===== config.mk =====
export PLATFORM = sky130hd
export DESIGN_NAME = calc_entry_ctrl
export DESIGN_NICKNAME = d
export VERILOG_FILES = /design/src/rtl/calc_pkg.sv /design/src/rtl/digit_accum.sv /design/src/rtl/calc_entry_ctrl.sv
export SDC_FILE = /design/constraint.sdc
export NUM_CORES = 1
export LEC_CHECK = 0
export ABC_AREA = 1
export CAP_MARGIN = 20
export CORE_UTILIZATION = 39
export CTS_CLUSTER_DIAMETER = 60
export DETAILED_ROUTE_END_ITERATION = 10
export SLEW_MARGIN = 20
export SYNTH_ARGS = -nofsm -noshare
export SYNTH_HDL_FRONTEND = slang
export SYNTH_HIERARCHICAL = 1
export SYNTH_SLANG_ARGS = --single-unit

===== constraint.sdc =====
create_clock -name clk -period 4.7 [get_ports clk]
set_input_delay 0.94 -clock clk [delete_from_list [all_inputs] [get_ports clk]]
set_output_delay 0.94 -clock clk [all_outputs]
set_load 0.1 [all_outputs]

===== src/rtl/calc_pkg.sv =====
// rtl/calc_pkg.sv - key codes, operator and FSM state types for the calculator entry controller
package calc_pkg;

  localparam logic [3:0] KEY_ADD   = 4'd10;
  localparam logic [3:0] KEY_SUB   = 4'd11;
  localparam logic [3:0] KEY_MUL   = 4'd12;
  localparam logic [3:0] KEY_MOD   = 4'd13;
  localparam logic [3:0] KEY_ENTER = 4'd14;
  localparam logic [3:0] KEY_CLEAR = 4'd15;

  typedef enum logic [1:0] {
    OP_ADD = 2'd0,
    OP_SUB = 2'd1,
    OP_MUL = 2'd2,
    OP_MOD = 2'd3
  } op_e;

  typedef enum logic [1:0] {
    ENTER_A,
    ENTER_B,
    WAIT_ALU,
    SHOW
  } state_e;

  function automatic op_e key_to_op(input logic [3:0] k);
    case (k)
      KEY_SUB: return OP_SUB;
      KEY_MUL: return OP_MUL;
      KEY_MOD: return OP_MOD;
      default: return OP_ADD;
    endcase
  endfunction

endpackage


===== src/rtl/digit_accum.sv =====
// rtl/digit_accum.sv - saturating decimal digit accumulator with digit counter, clear and load
module digit_accum #(
  parameter int DATA_W     = 8,
  parameter int MAX_DIGITS = 3
) (
  input  logic              clk,
  input  logic              rst,
  input  logic              clear,
  input  logic              load,
  input  logic [DATA_W-1:0] load_val,
  input  logic              digit_en,
  input  logic [3:0]        digit,
  output logic [DATA_W-1:0] value,
  output logic              empty
);

  localparam int CW = $clog2(MAX_DIGITS + 1);
  localparam int WW = DATA_W + 4;

  logic [CW-1:0]     cnt;
  logic [DATA_W-1:0] base_val;
  logic [CW-1:0]     base_cnt;
  logic [WW-1:0]     wide;
  logic [DATA_W-1:0] sat_val;

  // clear together with a digit makes that digit the first one of a fresh operand
  always_comb begin
    base_val = clear ? '0 : value;
    base_cnt = clear ? '0 : cnt;
    wide     = WW'(base_val) * WW'(10) + WW'(digit);
    sat_val  = (wide > WW'({DATA_W{1'b1}})) ? '1 : wide[DATA_W-1:0];
  end

  always_ff @(posedge clk) begin
    if (rst) begin
      value <= '0;
      cnt   <= '0;
    end else if (digit_en && (base_cnt < CW'(MAX_DIGITS))) begin
      value <= sat_val;
      cnt   <= base_cnt + CW'(1);
    end else if (load) begin
      value <= load_val;
      cnt   <= CW'(MAX_DIGITS);
    end else if (clear) begin
      value <= '0;
      cnt   <= '0;
    end
  end

  assign empty = (cnt == '0);

endmodule


===== src/rtl/calc_entry_ctrl.sv =====
// rtl/calc_entry_ctrl.sv - calculator key entry sequencer with ALU req/ack handshake; CALC_CHAIN_EN enables result chaining
module calc_entry_ctrl
  import calc_pkg::*;
#(
  parameter int DATA_W     = 8,
  parameter int MAX_DIGITS = 3
) (
  input  logic              clk,
  input  logic              rst,
  input  logic              key_valid,
  input  logic [3:0]        key_code,
  output logic [DATA_W-1:0] operand_a,
  output logic [DATA_W-1:0] operand_b,
  output logic [1:0]        op_sel,
  output logic              alu_req,
  input  logic              alu_ack,
  input  logic [DATA_W-1:0] alu_result,
  output logic [DATA_W-1:0] display_val,
  output logic              busy
);

  state_e            state, state_next;
  op_e               op_q, op_next;
  logic [DATA_W-1:0] result_q, result_next;
  logic              a_clear, a_load, a_digit, b_clear, b_digit;
  logic              a_empty_unused, b_empty;
  logic              is_digit, is_op;

  assign is_digit = (key_code <= 4'd9);
  assign is_op    = (key_code >= KEY_ADD) && (key_code <= KEY_MOD);

  digit_accum #(.DATA_W(DATA_W), .MAX_DIGITS(MAX_DIGITS)) u_acc_a (
    .clk(clk), .rst(rst), .clear(a_clear), .load(a_load), .load_val(result_q),
    .digit_en(a_digit), .digit(key_code), .value(operand_a), .empty(a_empty_unused)
  );

  digit_accum #(.DATA_W(DATA_W), .MAX_DIGITS(MAX_DIGITS)) u_acc_b (
    .clk(clk), .rst(rst), .clear(b_clear), .load(1'b0), .load_val('0),
    .digit_en(b_digit), .digit(key_code), .value(operand_b), .empty(b_empty)
  );

  always_ff @(posedge clk) begin
    if (rst) begin
      state    <= ENTER_A;
      op_q     <= OP_ADD;
      result_q <= '0;
    end else begin
      state    <= state_next;
      op_q     <= op_next;
      result_q <= result_next;
    end
  end

  always_comb begin
    state_next  = state;
    op_next     = op_q;
    result_next = result_q;
    a_clear     = 1'b0;
    a_load      = 1'b0;
    a_digit     = 1'b0;
    b_clear     = 1'b0;
    b_digit     = 1'b0;
    case (state)
      ENTER_A: if (key_valid) begin
        if (is_digit) a_digit = 1'b1;
        else if (is_op) begin
          op_next    = key_to_op(key_code);
          b_clear    = 1'b1;
          state_next = ENTER_B;
        end else if (key_code == KEY_ENTER) begin
          result_next = operand_a;
          state_next  = SHOW;
        end else begin
          a_clear = 1'b1;
          b_clear = 1'b1;
          op_next = OP_ADD;
        end
      end
      ENTER_B: if (key_valid) begin
        if (is_digit) b_digit = 1'b1;
        else if (is_op) begin
          if (b_empty) op_next = key_to_op(key_code);
        end else if (key_code == KEY_ENTER) begin
          if (!b_empty) state_next = WAIT_ALU;
        end else begin
          a_clear    = 1'b1;
          b_clear    = 1'b1;
          op_next    = OP_ADD;
          state_next = ENTER_A;
        end
      end
      // keys are deliberately ignored here so the operands stay stable under req
      WAIT_ALU: if (alu_ack) begin
        result_next = alu_result;
        state_next  = SHOW;
      end
      SHOW: if (key_valid) begin
        if (is_digit) begin
          a_clear    = 1'b1;
          a_digit    = 1'b1;
          b_clear    = 1'b1;
          state_next = ENTER_A;
        end else if (key_code == KEY_CLEAR) begin
          a_clear    = 1'b1;
          b_clear    = 1'b1;
          op_next    = OP_ADD;
          state_next = ENTER_A;
        end else if (is_op) begin
`ifdef CALC_CHAIN_EN
          a_load     = 1'b1;
          b_clear    = 1'b1;
          op_next    = key_to_op(key_code);
          state_next = ENTER_B;
`else
          state_next = SHOW;
`endif
        end
      end
      default: state_next = ENTER_A;
    endcase
  end

  always_comb begin
    display_val = operand_a;
    case (state)
      ENTER_A:  display_val = operand_a;
      ENTER_B:  display_val = b_empty ? operand_a : operand_b;
      WAIT_ALU: display_val = operand_b;
      SHOW:     display_val = result_q;
      default:  display_val = operand_a;
    endcase
  end

  assign op_sel  = op_q;
  assign alu_req = (state == WAIT_ALU);
  assign busy    = (state == WAIT_ALU);

endmodule


; After elaboration in Yosys (flattened, before gate mapping)
; Index checks and enable logic that the tools add are counted.
[op_classes]
n_addsub = 4
multipliers = 2
order_cmp = 7
eq_ne = 23
mux = 62
reduce_logical = 12
[op_table]
columns = op, count
row1 = 2-to-1 mux 8 bit, 12
row2 = 2-to-1 mux 2 bit, 29
row3 = one-hot mux 8 bit (4 select lines), 1
row4 = adder 12 x 4 -> 12 bit, 2
row5 = > comparator 12 x 8 -> 1 bit (second input constant), 2
row6 = multiplier 8 x 3 -> 11 bit (second input constant), 2
row7 = equality test 4 bit (second input constant), 5
row8 = inequality test 2 bit (second input constant), 10
row9 = one-hot mux 8 bit (2 select lines), 1
row10 = 2-to-1 mux 1 bit, 14
row11 = one-hot mux 2 bit (3 select lines), 2
row12 = AND reduction 10 bit, 1
row13 = inequality test 3 bit (second input constant), 3
row14 = AND reduction 9 bit, 1
row15 = <= comparator 4 bit (second input constant), 2
row16 = one-hot mux 2 bit (4 select lines), 1
row17 = AND reduction 6 bit, 1
row18 = adder 2 x 1 -> 2 bit (second input constant), 2
row19 = equality test 2 bit (second input constant), 2
row20 = >= comparator 4 bit (second input constant), 1
row21 = zero test 2 bit, 2
row22 = < comparator 2 bit (second input constant), 2
row23 = inequality test 4 bit (second input constant), 1
row24 = OR reduction 2 bit, 2
row25 = other kinds (7), 9
[totals]
regBits = 32
in_bits = 16
out_inout_bits = 28
wordCells = 117

; Logic depth before layout (Yosys ltp)
; Gate-level depths: netlist (run 1).
[logic_depth]
depth_word = 12
ltp_mapped = 27

; Cells and area by module
; The synthesis (run 1) kept the hierarchy.
[by_module_without_submodules]
columns = mod, n_inst, cells_per_inst, area_per_inst_um2, seq_area_each_um2
row1 = digit_accum at u_acc_a, 1, 233, 1306.3, 200.2
row2 = digit_accum at u_acc_b, 1, 215, 1253.7, 200.2
row3 = calc_entry_ctrl, 1, 187, 1091.0, 240.2

; Least setup slack after synthesis (run 1)
; OpenSTA, ideal clock, no wires.
[synth_timing]
path_type = register to output
startpoint = register state[0]
endpoint = output display_val[1]
arrival_ns = 3.397
t_required_ns = 3.760
slack_ns = 0.363
stages_incl_launch_ff = 7
n_path_buf = 1
path_cell_list = dfxtp_1 -> inv_1 -> ha_1 -> buf_2 -> o21bai_2 -> a22oi_1 -> o22ai_1
[synth_between]
elab_chain_len = 2
word_cells_on_any_way = 5
classes_between = eq/ne: 3 / mux: 1 / reduce/logical: 1
[synth_rtl]
columns = element, line_no
row1 = "start, declared", calc_entry_ctrl.sv:22  ; state_e state, state_next;
row2 = "start signal, assigned", calc_entry_ctrl.sv:48  ; state <= state_next;
row3 = equality test 2 bit, -
row4 = via alu_req, calc_entry_ctrl.sv:15  ; output logic alu_req,
row5 = one-hot mux 8 bit (4 select lines), calc_entry_ctrl.sv:125  ; case (state)
row6 = "end, declared", calc_entry_ctrl.sv:18  ; output logic [DATA_W-1:0] display_val,
; The timed path passes the listed nets, and every way through them passes these cells.

; Worst setup path after layout (run 1)
[layout_timing]
startpoint = input key_code[1]
endpoint = register u_acc_b.value[7]
[layout_between]
elab_chain_len = 12
word_cells_on_any_way = 29
classes_between = add/sub: 1 / mul: 1 / order compare: 5 / eq/ne: 2 / mux: 18 / reduce/logical: 2
[layout_rtl]
columns = element, line_no
row1 = "start, declared", calc_entry_ctrl.sv:11  ; input logic [3:0] key_code,
row2 = ">= comparator 4 bit, or another cell as far along", calc_entry_ctrl.sv:30  ; assign is_op = (key_code >= KEY_ADD) && (key_code <= KEY_MOD);
row3 = logical AND 1 bit / 2-to-1 mux 1 bit (equally long branches), "calc_entry_ctrl.sv:30, calc_entry_ctrl.sv:70, calc_entry_ctrl.sv:83"
row4 = 2-to-1 mux 1 bit, -
row5 = "2-to-1 mux 1 bit, on equally long branches", "calc_entry_ctrl.sv:80, calc_entry_ctrl.sv:65"
row6 = 2-to-1 mux 1 bit, -
row7 = one-hot mux 1 bit (3 select lines) *, calc_entry_ctrl.sv:63  ; case (state)
row8 = via b_clear, calc_entry_ctrl.sv:25  ; logic a_clear, a_load, a_digit, b_clear, b_digit;
row9 = 2-to-1 mux 8 bit, -
row10 = multiplier 8 x 3 -> 11 bit, digit_accum.sv:30  ; wide = WW'(base_val) * WW'(10) + WW'(digit);
row11 = adder 12 x 4 -> 12 bit, digit_accum.sv:30
row12 = > comparator 12 x 8 -> 1 bit, digit_accum.sv:31  ; sat_val = (wide > WW'({DATA_W{1'b1}})) ? '1 : wide[DATA_W-1:0];
row13 = 2-to-1 mux 8 bit, digit_accum.sv:31
row14 = 2-to-1 mux 8 bit *, digit_accum.sv:38  ; end else if (digit_en && (base_cnt < CW'(MAX_DIGITS))) begin
row15 = "end signal, assigned", digit_accum.sv:39  ; value <= sat_val;
row16 = "end signal, assigned", digit_accum.sv:42  ; value <= load_val;
row17 = "end, declared", digit_accum.sv:13  ; output logic [DATA_W-1:0] value,
; Mark *: on every way through the listed nets, which the timed path passes. The rest lies on a longest branch.
; A chain may end at the register's enable or synchronous reset.

==> results of run 1 <==
## flip-flops by register name, summed over array words and instances (netlist names)
register	count
op_sel	2
u_acc_b/cnt	2
state	2
u_acc_b/value	8
u_acc_a/cnt	2
result_q	8
u_acc_a/value	8
## through the flow
step | setup WS, ns | instance area, um^2
after floorplan | 0.3628 | 3685
after global placement | 0.1017 | 4274
after detailed placement | 0.05817 | 4274
after CTS | 0.3479 | 4367
after global routing | 0.02178 | 4394
final | 0.3240 | 4394
## worst max-delay path: cells and delay by family
| kind | cells | cell delay [ns] |
|---|---|---|
| adder cells (fa/ha/maj) | 1 | 0.48 |
| buffers and inverters | 4 | 1.03 |
| AO/OA/AOI/OAI | 2 | 0.26 |
| AND/OR/NAND/NOR | 16 | 1.83 |
## worst max path at each step
stage | cells after the start | end | slack, ns | start
floorplan | 6 | display_val[1] | 0.36 | state[0]
global placement | 27 | u_acc_b/value[5] | 0.10 | key_code[3]
detailed placement | 26 | u_acc_a/value[3] | 0.06 | key_code[3]
CTS | 27 | u_acc_b/value[7] | 0.35 | key_code[3]
global route | 26 | u_acc_a/value[3] | 0.02 | key_code[3]
finish | 23 | u_acc_b/value[7] | 0.32 | key_code[1]
## final cells by class
| class | instances | area [um^2] |
|---|---|---|
| fillers | 936 | 4497 |
| multi-input cells | 490 | 2564 |
| flip-flops and latches | 32 | 640.6 |
| repair buffers | 62 | 553.0 |
| inverters | 107 | 409.1 |
| well taps | 108 | 135.1 |
| clock buffers | 6 | 82.58 |
| clock inverters | 2 | 10.01 |
## per-layer routing
metal | share of wire | routed length, um | GRT usage | vias up
met2 | 0.49 | 5111 | 0.4036 | 82
met4 | 0.012 | 123 | 0.06085 | 0
li1 | - | - | - | 2143
met3 | 0.033 | 347 | 0.02979 | 11
met1 | 0.47 | 4920 | 0.2894 | 1851
met5 | 0 | 0 | 0 | -
## timing repair
item                                    CTS  global route
endpoints found under the setup margin    0             3
buffers inserted                          0             2
resized for setup                         0             1
hold buffers                              0             0
## cells in the final DEF, fill, tap and decap left out, drive strengths merged
cell type / instances
o21bai: 1
ha: 28
fa: 2
a31oi: 3
buf: 27
inv: 105
dfxtp: 32
xor2: 2
nor3: 10
clkbuf: 6
conb: 11
nor2: 90
a22oi: 8
o21ai: 10
o211a: 1
nand2: 184
or2: 2
xnor2: 3
nand4: 10
a21oi: 53
o22ai: 8
nand3: 61
o211ai: 2
clkinv: 4
nor3b: 1
clkdlybuf4s50: 35
## power groups by stage
stage	sequential (mW)	combinational (mW)	clock, mW
detailed placement	0.384	1.36	0
finish	0.377	1.37	0.224
CTS	0.378	1.36	0.233
global route	0.385	1.51	0.249
floorplan	0.537	0.908	0
global placement	0.384	1.35	0
==> flow_summary.json, run 1 <==
{
  "status": "complete, no violations",
  "path_clk_slew_ns": 0.07,
  "grt_pass1_vias": 3852,
  "max-vdd-ir-drop_mv": 0.1859,
  "tightest_slew_ns": 0.9813,
  "num_vias": 4087,
  "finalWirelength_mm": 10.50,
  "start_util": 0.4102,
  "finalSetupTns_ns": 0,
  "powerDensity_nw_per_um2": 449.7,
  "dp_hpwl_mm": 8.513,
  "slowest_stage": "clkdlybuf4s50_1",
  "slew_viol_final": 0,
  "required_ns": 4.89,
  "r2r_slack_ns": 0.71,
  "setup_violations": 0,
  "antenna_cells": 0,
  "clk_path_buf_depth": 2,
  "avgSynthCellArea_um2": 5.753,
  "utilization": 0.4942,
  "worstHoldPathType": "register to register",
  "dr.first_iter.drc_count": 241,
  "clkPwrFrac": 0.114,
  "routabilityCongestion": 0.8904,
  "grt_max_degree": 21,
  "placedCellCount": 797,
  "slowest_delay_ns": 0.66,
  "clk-insertion-delay-late_ns": 0.29,
  "wl_per_cell_um": 13.01,
  "p_leak_nw": 2.295,
  "grt_pass1_wl_mm": 17.88,
  "hold_viol": 0,
  "reg2reg_to": "u_acc_a/value[3]",
  "die_h_um": 98.71,
  "rsz0062_at_grt": "false",
  "die_width_um": 98.71,
  "cts_root_buf": "clkbuf_8",
  "worstPathCellList": "clkdlybuf4s50_1, nand3_2, o21ai_2, nor2_1, nand2_1, a31oi_1, buf_4, buf_4, nor3_1, nor2_1, fa_1, nand3_1, nand3_1, nand2_1, nand2_1, nor2_1, nand2_1, nand2_1, nand2_2, nor2_4, nand3_1, nand2_1, inv_1",
  "worst_hold_slack_ns": 0.4709,
  "rr_startpoint": "state[1]",
  "io_pins": 44,
  "worstPathArrival_ns": 4.56,
  "swShare": 0.5756,
  "overflow": 0,
  "switchingPower_mw": 1.138,
  "synthCells": 634,
  "startpoint_type": "input port",
  "finalPower_mw": 1.976,
  "htreeDepth": 2,
  "post-route-period-util": 0.9311,
  "drc": 0,
  "power.internal_mw": 0.8387,
  "end_kind": "register",
  "fin_skew_ns": 0.007654,
  "rows": 34,
  "fin_nets": 744,
  "ys_warn_count": 6,
  "fmax_ghz": 0.2285,
  "syn-cell-area_um2": 3647,
  "viasPerCell": 5.064,
  "drive_gt1_frac": 0.1087,
  "portBuffers": 43,
  "gr-usage-all-layers": 0.2274,
  "holdPathStages": 2,
  "slew_headroom": 0.3437,
  "ant_nets": 0,
  "min_from": "op_sel[1]",
  "crit_type": "input port to register",
  "dr.pass1.iters": 4,
  "fin_cells": 807,
  "cts_tree": "done",
  "p_comb_frac": 0.696,
  "min_period_ns": 4.376,
  "cts_sinks": 32,
  "drv_cap": 0,
  "synthToLayoutAreaGrowth_pct": 20.48,
  "cts_buffers": 5,
  "reg2reg_depth": 26,
  "min_to": "op_sel[1]",
  "antenna_found_initial": 0,
  "cp_common_cell": "nand2_1",
  "cp_max_fo": 8,
  "core-area_um2": 8891,
  "die-area_um2": 9743,
  "power_frac_seq": 0.191
}
(Power assumes the default switching activity.)
==> run 2, diff against run 1 <==
--- a/config.mk
+++ b/config.mk
@@ -5,9 +5,9 @@
 export SDC_FILE = /design/constraint.sdc
 export NUM_CORES = 1
 export LEC_CHECK = 0
-export ABC_AREA = 1
+export ABC_AREA = 0
 export CAP_MARGIN = 20
-export CORE_UTILIZATION = 39
+export CORE_UTILIZATION = 40
 export CTS_CLUSTER_DIAMETER = 60
 export DETAILED_ROUTE_END_ITERATION = 10
 export SLEW_MARGIN = 20
==> run 2 against run 1 <==
Against the previous run: sequential power is 16% higher; total power grew 11%; synthesized cell count decreased by 39%; design area down 11%; sequential share of layout area rose by 1.8 points; register-to-register slack hardly changed; synthesized area shrank 12%; final cell count down 32%; clock power fell by 2%; critical path depth decreased by 9; die area is 14% lower; global-route usage increased by 0.056 points; largest cell class unchanged; highest routed layer unchanged.
==> flow_summary.json, run 2 <==
{
  "status": "complete, no violations",
  "syn-cell-area_um2": 3223,
  "drive_gt1_frac": 0.1225,
  "finalSetupTns_ns": 0,
  "p_leak_nw": 1.596,
  "tightest_slew_ns": 0.9707,
  "drv_cap": 0,
  "die-area_um2": 8421,
  "cts_root_buf": "clkbuf_8",
  "fin_skew_ns": 0.003393,
  "portBuffers": 43,
  "synthCells": 389,
  "finalPower_mw": 2.197,
  "use_met1": 0.3055,
  "max-vdd-ir-drop_mv": 0.4424,
  "startpoint_type": "input port",
  "avgSynthCellArea_um2": 8.286,
  "worstHoldPathType": "register to register",
  "slew_viol_final": 0,
  "end_kind": "register",
  "final_common_cell": "clkdlybuf4s50_1",
  "clk_path_buf_depth": 2,
  "dp_hpwl_mm": 6.969,
  "grt_util_met3": 0.03814,
  "min_period_ns": 4.349,
  "required_ns": 4.89,
  "cts_resized": 0,
  "crit_type": "input port to register",
  "worstPathArrival_ns": 4.54,
  "swShare": 0.5672,
  "ys_warn_count": 6,
  "grt_pass1_wl_mm": 15.24,
  "dr.pass1.iters": 4,
  "pre_cts_slack_ns": 0.08882,
  "hold_viol": 0,
  "setup_violations": 0,
  "slew_headroom": 0.3508,
  "cts_sinks": 32,
  "powerDensity_nw_per_um2": 561.4,
  "grt_use_met2": 0.3810,
  "start_util": 0.4149,
  "cts_hold_buf": 0,
  "ant_nets": 0,
  "routabilityCongestion": 0.8213,
  "switchingPower_mw": 1.246,
  "post_cts_buffers": 0,
  "overflow": 0,
  "reg_top3": "result_q x8, u_acc_a/value x8, u_acc_b/value x8",
  "design_area_um2": 3914,
  "grt_pass1_vias": 3071,
  "gr-usage-all-layers": 0.2280,
  "num_vias": 3021,
  "fin_ws_ns": 0.3512,
  "antenna_cells": 0,
  "cts_buffers": 5,
  "path_clk_slew_ns": 0.06,
  "cp_max_fo": 12,
  "finalWirelength_mm": 9.013,
  "power.internal_mw": 0.9510,
  "clk-insertion-delay-late_ns": 0.28,
  "synthToLayoutAreaGrowth_pct": 21.43,
  "rows": 32,
  "wl_per_cell_um": 16.36,
  "post-route-period-util": 0.9253,
  "rsz0062_at_grt": "false",
  "dr.first_iter.drc_count": 148,
  "antenna_found_initial": 0,
  "mostFrequentLayoutCells": "clkdlybuf4s50_1 (35), a21oi_1 (33), dfxtp_1 (32), nor2_1 (29), ha_1 (28)",
  "clkPwrFrac": 0.100,
  "viasPerCell": 5.483,
  "gr-max-usage-layer": "met2",
  "die_h_um": 91.77,
  "htreeDepth": 2,
  "drc": 0,
  "placed_cell_area_um2": 3824,
  "die_width_um": 91.77,
  "fmax_ghz": 0.2300,
  "core-area_um2": 7767,
  "p_comb_frac": 0.701,
  "io_pins": 44,
  "cts_tree": "done",
  "grt_max_degree": 21,
  "fin_nets": 494,
  "power_frac_seq": 0.200
}
run 2: changes by cell type in the layout (fill, tap and decap cells not counted), sizes merged, moves of 10 or more:
| cell | before | now |
|---|---|---|
| xnor2 | 3 | 17 |
| o21a | 0 | 13 |
| nand3 | 61 | 7 |
| mux2i | 0 | 15 |
| nand2 | 184 | 16 |
| inv | 105 | 9 |
| a311oi | 0 | 13 |
| nor2 | 90 | 30 |
| nor2b | 0 | 18 |
| a211oi | 0 | 10 |
| a21oi | 53 | 35 |
run 2: power by group through the flow:
stage / clock [mW] / combinational, mW / sequential, mW
after global routing: 0.237 / 1.65 / 0.448
after CTS: 0.222 / 1.54 / 0.437
final: 0.219 / 1.54 / 0.438
after detailed placement: 0 / 1.53 / 0.443
after global placement: 0 / 1.52 / 0.443
after floorplan: 0 / 0.993 / 0.654
run 2: worst paths after layout:
path	from	endpoint	slack [ns]	cells past startpoint
min reg2reg	op_sel[0]	op_sel[0]	0.47	1
max	key_code[0]	u_acc_b/value[6]	0.35	14
min	op_sel[0]	op_sel[0]	0.47	1
max reg2reg	state[1]	u_acc_a/value[5]	0.71	15
run 2: final cells by class:
cell class                      instances  area [um^2]
Inverter                                9        33.78
Clock buffer                            8        90.09
Timing Repair Buffer                   56        520.5
Tap cell                              102        127.6
Multi-Input combinational cell        344         2501
Fill cell                             779         3854
Sequential cell                        32        640.6
run 2: per-layer routing:
layer / share of wire / vias up
li1: - / 1532
met1: 0.48 / 1409
met2: 0.46 / 72
met3: 0.048 / 8
met4: 0.012 / 0
met5: 0 / -
run 2: per-stage QoR:
step / hold slack [ns] / util / instances
after CTS: 0.4761 / 0.5039 / 551
after global placement: 0.4599 / 0.4923 / 543
after global routing: 0.5146 / 0.5039 / 551
after detailed placement: 0.4608 / 0.4923 / 543
final: 0.4724 / 0.5039 / 551
after floorplan: 0.4935 / - / 408
run 2: worst max-delay path, stage by stage:
cell and delay (ns):
clkdlybuf4s50_1 0.68, nand3_1 0.19, nor2_1 0.15, a21oi_1 0.05, a21oi_1 0.19, buf_4 0.21, and3b_1 0.19, ha_1 0.21
fa_1 0.41, xor2_1 0.24, nand3_1 0.13, nor4_2 0.28, mux2_4 0.39, a311oi_1 0.26
